### config.mk
export PLATFORM = sky130hd
export DESIGN_NAME = control_logic_unit_flat
export DESIGN_NICKNAME = d
export VERILOG_FILES = /design/src/rtl/control_logic_unit_if.sv /design/src/rtl/control_logic_unit.sv /design/src/flat_wrapper.sv
export SDC_FILE = /design/constraint.sdc
export NUM_CORES = 1
export LEC_CHECK = 0
export CORE_AREA = 10 10 47 49
export DETAILED_ROUTE_END_ITERATION = 10
export DIE_AREA = 0 0 57 59
export SYNTH_ARGS = -nofsm -noshare
export SYNTH_HDL_FRONTEND = slang
export SYNTH_SLANG_ARGS = --single-unit
### constraint.sdc
create_clock -name vclk -period 0.98
set_input_delay 0.147 -clock vclk [all_inputs]
set_output_delay 0.147 -clock vclk [all_outputs]
set_load 0.02 [all_outputs]
### src/rtl/control_logic_unit_if.sv
// Decode bus between fetch and the control logic unit: opcode in, datapath strobes out.
// CTRL_ILLEGAL_TRAP_EN adds the sticky illegal_op flag to the bus.
interface control_logic_unit_if;
   logic [3:0] opcode;
   logic       data_reg;
   logic       call;
   logic       rtrn;
   logic       branch;
   logic       mem_to_reg;
   logic       reg_to_mem;
   logic [2:0] alu_op;
   logic       alu_src;
   logic       sign_ext_sel;
   logic       reg_rt_src;
   logic       RegWrite;
   logic       half_spec;
`ifdef CTRL_ILLEGAL_TRAP_EN
   logic       illegal_op;
`endif

   modport master (
      output opcode,
      input  data_reg, call, rtrn, branch, mem_to_reg, reg_to_mem,
             alu_op, alu_src, sign_ext_sel, reg_rt_src, RegWrite, half_spec
`ifdef CTRL_ILLEGAL_TRAP_EN
      , input illegal_op
`endif
   );

   modport slave (
      input  opcode,
      output data_reg, call, rtrn, branch, mem_to_reg, reg_to_mem,
             alu_op, alu_src, sign_ext_sel, reg_rt_src, RegWrite, half_spec
`ifdef CTRL_ILLEGAL_TRAP_EN
      , output illegal_op
`endif
   );
endinterface

### src/rtl/control_logic_unit.sv
// Combinational opcode decoder for the 16-bit core; all strobes forced low while rst_n=0.
// CTRL_ILLEGAL_TRAP_EN adds a sticky illegal-opcode flop (the only use of clk).
module control_logic_unit (
   input logic                 clk,
   input logic                 rst_n,
   control_logic_unit_if.slave bus
);

   typedef struct packed {
      logic       data_reg;
      logic       call;
      logic       rtrn;
      logic       branch;
      logic       mem_to_reg;
      logic       reg_to_mem;
      logic [2:0] alu_op;
      logic       alu_src;
      logic       sign_ext_sel;
      logic       reg_rt_src;
      logic       RegWrite;
      logic       half_spec;
   } ctrl_t;

   ctrl_t ctrl;

   // Unknown opcodes fall to default, which is the ERR (all-zero) decode.
   always_comb begin
      ctrl = '0;
      if (rst_n) begin
         case (bus.opcode)
            4'h0, 4'h1, 4'h2, 4'h3, 4'h5, 4'h6, 4'h7, 4'hA, 4'hC: begin
               ctrl.alu_op = bus.opcode[2:0];
               ctrl.branch = (bus.opcode == 4'hC);
            end
            4'h4: begin
               ctrl.alu_op       = bus.opcode[2:0];
               ctrl.alu_src      = 1'b1;
               ctrl.sign_ext_sel = 1'b1;
            end
            4'h8: begin
               ctrl.alu_op     = bus.opcode[2:0];
               ctrl.data_reg   = 1'b1;
               ctrl.mem_to_reg = 1'b1;
               ctrl.alu_src    = 1'b1;
            end
            4'h9: begin
               ctrl.alu_op     = bus.opcode[2:0];
               ctrl.data_reg   = 1'b1;
               ctrl.reg_to_mem = 1'b1;
               ctrl.alu_src    = 1'b1;
               ctrl.reg_rt_src = 1'b1;
            end
            4'hB: begin
               ctrl.alu_op    = bus.opcode[2:0];
               ctrl.half_spec = 1'b1;
            end
            4'hD: begin
               ctrl.call       = 1'b1;
               ctrl.reg_to_mem = 1'b1;
               ctrl.RegWrite   = 1'b1;
            end
            4'hE: begin
               ctrl.rtrn     = 1'b1;
               ctrl.RegWrite = 1'b1;
            end
            default: ctrl = '0;
         endcase
      end
   end

   assign bus.data_reg     = ctrl.data_reg;
   assign bus.call         = ctrl.call;
   assign bus.rtrn         = ctrl.rtrn;
   assign bus.branch       = ctrl.branch;
   assign bus.mem_to_reg   = ctrl.mem_to_reg;
   assign bus.reg_to_mem   = ctrl.reg_to_mem;
   assign bus.alu_op       = ctrl.alu_op;
   assign bus.alu_src      = ctrl.alu_src;
   assign bus.sign_ext_sel = ctrl.sign_ext_sel;
   assign bus.reg_rt_src   = ctrl.reg_rt_src;
   assign bus.RegWrite     = ctrl.RegWrite;
   assign bus.half_spec    = ctrl.half_spec;

`ifdef CTRL_ILLEGAL_TRAP_EN
   logic illegal_q, illegal_d;

   assign illegal_d = illegal_q | (bus.opcode == 4'hF);

   always_ff @(posedge clk or negedge rst_n) begin
      if (!rst_n) illegal_q <= 1'b0;
      else        illegal_q <= illegal_d;
   end

   assign bus.illegal_op = illegal_q;
`else
   // clk only matters to the trap; keep it on the port list for uniformity.
   logic unused_clk;
   assign unused_clk = clk;
`endif

endmodule

### src/flat_wrapper.sv
// flat-port wrapper written by rule: the top's interface ports become plain ports
module control_logic_unit_flat 
  (clk, rst_n, bus_opcode, bus_data_reg, bus_call, bus_rtrn, bus_branch, bus_mem_to_reg, bus_reg_to_mem, bus_alu_op, bus_alu_src, bus_sign_ext_sel, bus_reg_rt_src, bus_RegWrite, bus_half_spec);
  control_logic_unit_if bus_i ();
  input logic clk;
  input logic rst_n;
  input wire logic [$bits(bus_i.opcode)-1:0] bus_opcode;
  output wire logic [$bits(bus_i.data_reg)-1:0] bus_data_reg;
  output wire logic [$bits(bus_i.call)-1:0] bus_call;
  output wire logic [$bits(bus_i.rtrn)-1:0] bus_rtrn;
  output wire logic [$bits(bus_i.branch)-1:0] bus_branch;
  output wire logic [$bits(bus_i.mem_to_reg)-1:0] bus_mem_to_reg;
  output wire logic [$bits(bus_i.reg_to_mem)-1:0] bus_reg_to_mem;
  output wire logic [$bits(bus_i.alu_op)-1:0] bus_alu_op;
  output wire logic [$bits(bus_i.alu_src)-1:0] bus_alu_src;
  output wire logic [$bits(bus_i.sign_ext_sel)-1:0] bus_sign_ext_sel;
  output wire logic [$bits(bus_i.reg_rt_src)-1:0] bus_reg_rt_src;
  output wire logic [$bits(bus_i.RegWrite)-1:0] bus_RegWrite;
  output wire logic [$bits(bus_i.half_spec)-1:0] bus_half_spec;
  assign bus_i.opcode = bus_opcode;
  assign bus_data_reg = bus_i.data_reg;
  assign bus_call = bus_i.call;
  assign bus_rtrn = bus_i.rtrn;
  assign bus_branch = bus_i.branch;
  assign bus_mem_to_reg = bus_i.mem_to_reg;
  assign bus_reg_to_mem = bus_i.reg_to_mem;
  assign bus_alu_op = bus_i.alu_op;
  assign bus_alu_src = bus_i.alu_src;
  assign bus_sign_ext_sel = bus_i.sign_ext_sel;
  assign bus_reg_rt_src = bus_i.reg_rt_src;
  assign bus_RegWrite = bus_i.RegWrite;
  assign bus_half_spec = bus_i.half_spec;
  control_logic_unit u_core (.clk(clk), .rst_n(rst_n), .bus(bus_i));
endmodule
==> results.txt <==
The run finished, with violations left. The final reports fail on setup timing. The ratio of cells with drive above 1 in the final layout came out at 88.5%. The placement row count is 14. The remaining global-route overflow is 0. The critical path endpoint is bus_alu_src. Static timing analysis puts the maximum clock frequency at 0.955 GHz. Dividing the detail-routed via count by the number of cells gives 4.15. Counting the clock-network buffers in the layout gives 0. The finished layout holds 68 standard cells, fillers aside. The post-synthesis average cell area came out at 6.26 sq um.

The minimum setup slack after placement is -0.959 ns. The synthesized netlist occupies a cell area of 163 sq um. In this run the power density over the cells is 390 nW/um^2. After layout, the worst setup slack is -0.0671 ns. The core region area is 1400 sq um.

The core utilization of the finished layout is 35.7%. The most frequent cell after synthesis is sky130_fd_sc_hd__nor3_1. The number of max-capacitance violations reported is 0.

The count of distinct cell types in the synthesized netlist is 17. The net count after synthesis came out at 32. Summed over all failing endpoints, the final setup total negative slack is -0.0677 ns.

The starting density of the core came out at 11.6%. The total chip power came out at 0.195 mW. Subtracting the final worst setup slack from the clock period gives 1.05 ns. The DRC violation total after the first TritonRoute iteration came out at 0. The final count of pins violating max slew was 0. The final weighted congestion in routability-driven placement came out at 0.760. In the routed design, unresolved DRC markers number 0. In the final design database the tool counted 60 nets. The wire length of the first global-routing pass is 1290 um.

The routed layout has 282 vias. The die outline width is 57 um. The final hold violation count is 0. Yosys attributes the largest share of cell area to sky130_fd_sc_hd__nor3_1 (15%), sky130_fd_sc_hd__buf_4 (9.2%), sky130_fd_sc_hd__nor3b_1 (9.2%). The total non-filler cell area in the finished layout came out at 500 sq um. The library cell occupying the most area in the post-synthesis netlist is sky130_fd_sc_hd__nor3_1.

Summed over all cells, the static leakage comes to 0.227 nW. The slew at the pin with the worst max-slew slack came out at 0.179 ns. The number of global-route vias before repair came out at 285. The global router's overall resource usage is 4.36%. The die height came out at 59 um. The capturing element type of the critical path is an output pin. Including well taps, the total number of placed cells is 66. The final number of setup-violating endpoints came out at 2. On the final layout, the worst hold slack is 0.661 ns. The worst IR drop on VDD came out at 155 uV. For this run, the detailed router's first-pass iteration total came to 1. The wire length per cell after detailed routing is 13.0 um. The I/O pin count is 20. Summing all flip-flop and latch instances after layout gives 0 sq um. The worst path uses 107% of the clock period.

The pin count of the biggest net entering global routing came out at 10. Sequential cells placed in the final layout were counted as 0. The number of port buffers is 19. STA classifies the critical path startpoint as an input pin. The initial antenna violation count came out at 0.

Sequential elements use 0% of the synthesized area. The post-detailed-placement cell area came out at 429 sq um. In this run the tightest slew margin relative to its limit is 88.0%. The required time at the endpoint of the critical path is 0.83 ns. The worst-path maximum fanout came out at 3. The cell count after synthesis came out at 26. The overall die area came out at 3360 sq um. After legalization and detailed placement, the total HPWL measured 650 um. Setup repair after global routing could not meet its margin everywhere. The area share of the leading cell type in the synthesized netlist is 15.4%.

The worst hold path belongs to the class in -> out. The number of warning messages in the yosys log is 0. The final wirelength came out at 885 um. The worst setup path startpoint is bus_opcode[3]. Data arrives at the worst endpoint at 0.90 ns. The type of the worst setup path is in -> out.

The number of antenna diodes in the final layout is 0. In the synthesized netlist, the cells that appear most often are sky130_fd_sc_hd__nor3_1 (5), sky130_fd_sc_hd__nand2_1 (3), sky130_fd_sc_hd__buf_4 (2), sky130_fd_sc_hd__nand2b_1 (2), sky130_fd_sc_hd__nor3b_1 (2). The number of antenna-violating nets in the routed design came out at 0.

The area added between synthesis and finish came out at 208%.
[cells in the final DEF, fill, tap and decap left out, types with 2 or more instances in the layout]
cell type and count:
sky130_fd_sc_hd__buf_6 8, sky130_fd_sc_hd__nor3_2 4, sky130_fd_sc_hd__buf_2 3, sky130_fd_sc_hd__nor3b_2 2
sky130_fd_sc_hd__buf_4 17, sky130_fd_sc_hd__nand2_2 2
[where the power goes]
group | internal [mW] | switching [mW]
clock | 0 | 0
sequential | 0 | 0
combinational | 0.0975 | 0.0978
[layout make-up]
| type | instances | area (sq um) |
|---|---|---|
| Multi-Input combinational cell | 22 | 226 |
| Tap cell | 16 | 20.0 |
| Timing Repair Buffer | 29 | 248 |
| Fill cell | 162 | 901 |
| Inverter | 1 | 6.26 |
[metal layers]
metal,vias to the layer above,share of wire [%],track usage (%)
met5,-,0,0
met4,0,0,0
met3,0,10,1.93
met2,10,48,7.91
met1,129,41,4.85
li1,143,-,-
[how the worst min path moves through the flow]
| stage | from | endpoint | slack [ns] | cells after the start |
|---|---|---|---|---|
| after floorplan | bus_opcode[3] | bus_sign_ext_sel | 0.35 | 1 |
| after global routing | bus_opcode[3] | bus_alu_src | 0.67 | 4 |
| after CTS | bus_opcode[3] | bus_alu_src | 0.65 | 4 |
| after global placement | bus_opcode[0] | bus_reg_to_mem | 1.48 | 4 |
| after detailed placement | bus_opcode[0] | bus_reg_to_mem | 1.48 | 4 |
| final | bus_opcode[3] | bus_alu_src | 0.66 | 4 |
[what timing repair did]
item,CTS,global route
buffers inserted,1,0
hold buffers,0,0
resized for setup,102,21
endpoints found under the setup margin,14,13
pin swaps,6,3
gates cloned,0,1
[cells by family after synthesis]
group / Yosys count / synth area share (%)
simple gates: 18 / 64.6
buf+inv: 4 / 18.5
compound gates: 3 / 11.5
xor+xnor: 1 / 5.39
[worst max-delay path, cell delays in order]
cell	delay [ns]
sky130_fd_sc_hd__buf_6	0.10
sky130_fd_sc_hd__or3b_4	0.40
sky130_fd_sc_hd__a21oi_4	0.13
sky130_fd_sc_hd__buf_6	0.13
No activity file was read; power rests on OpenSTA's default activity.
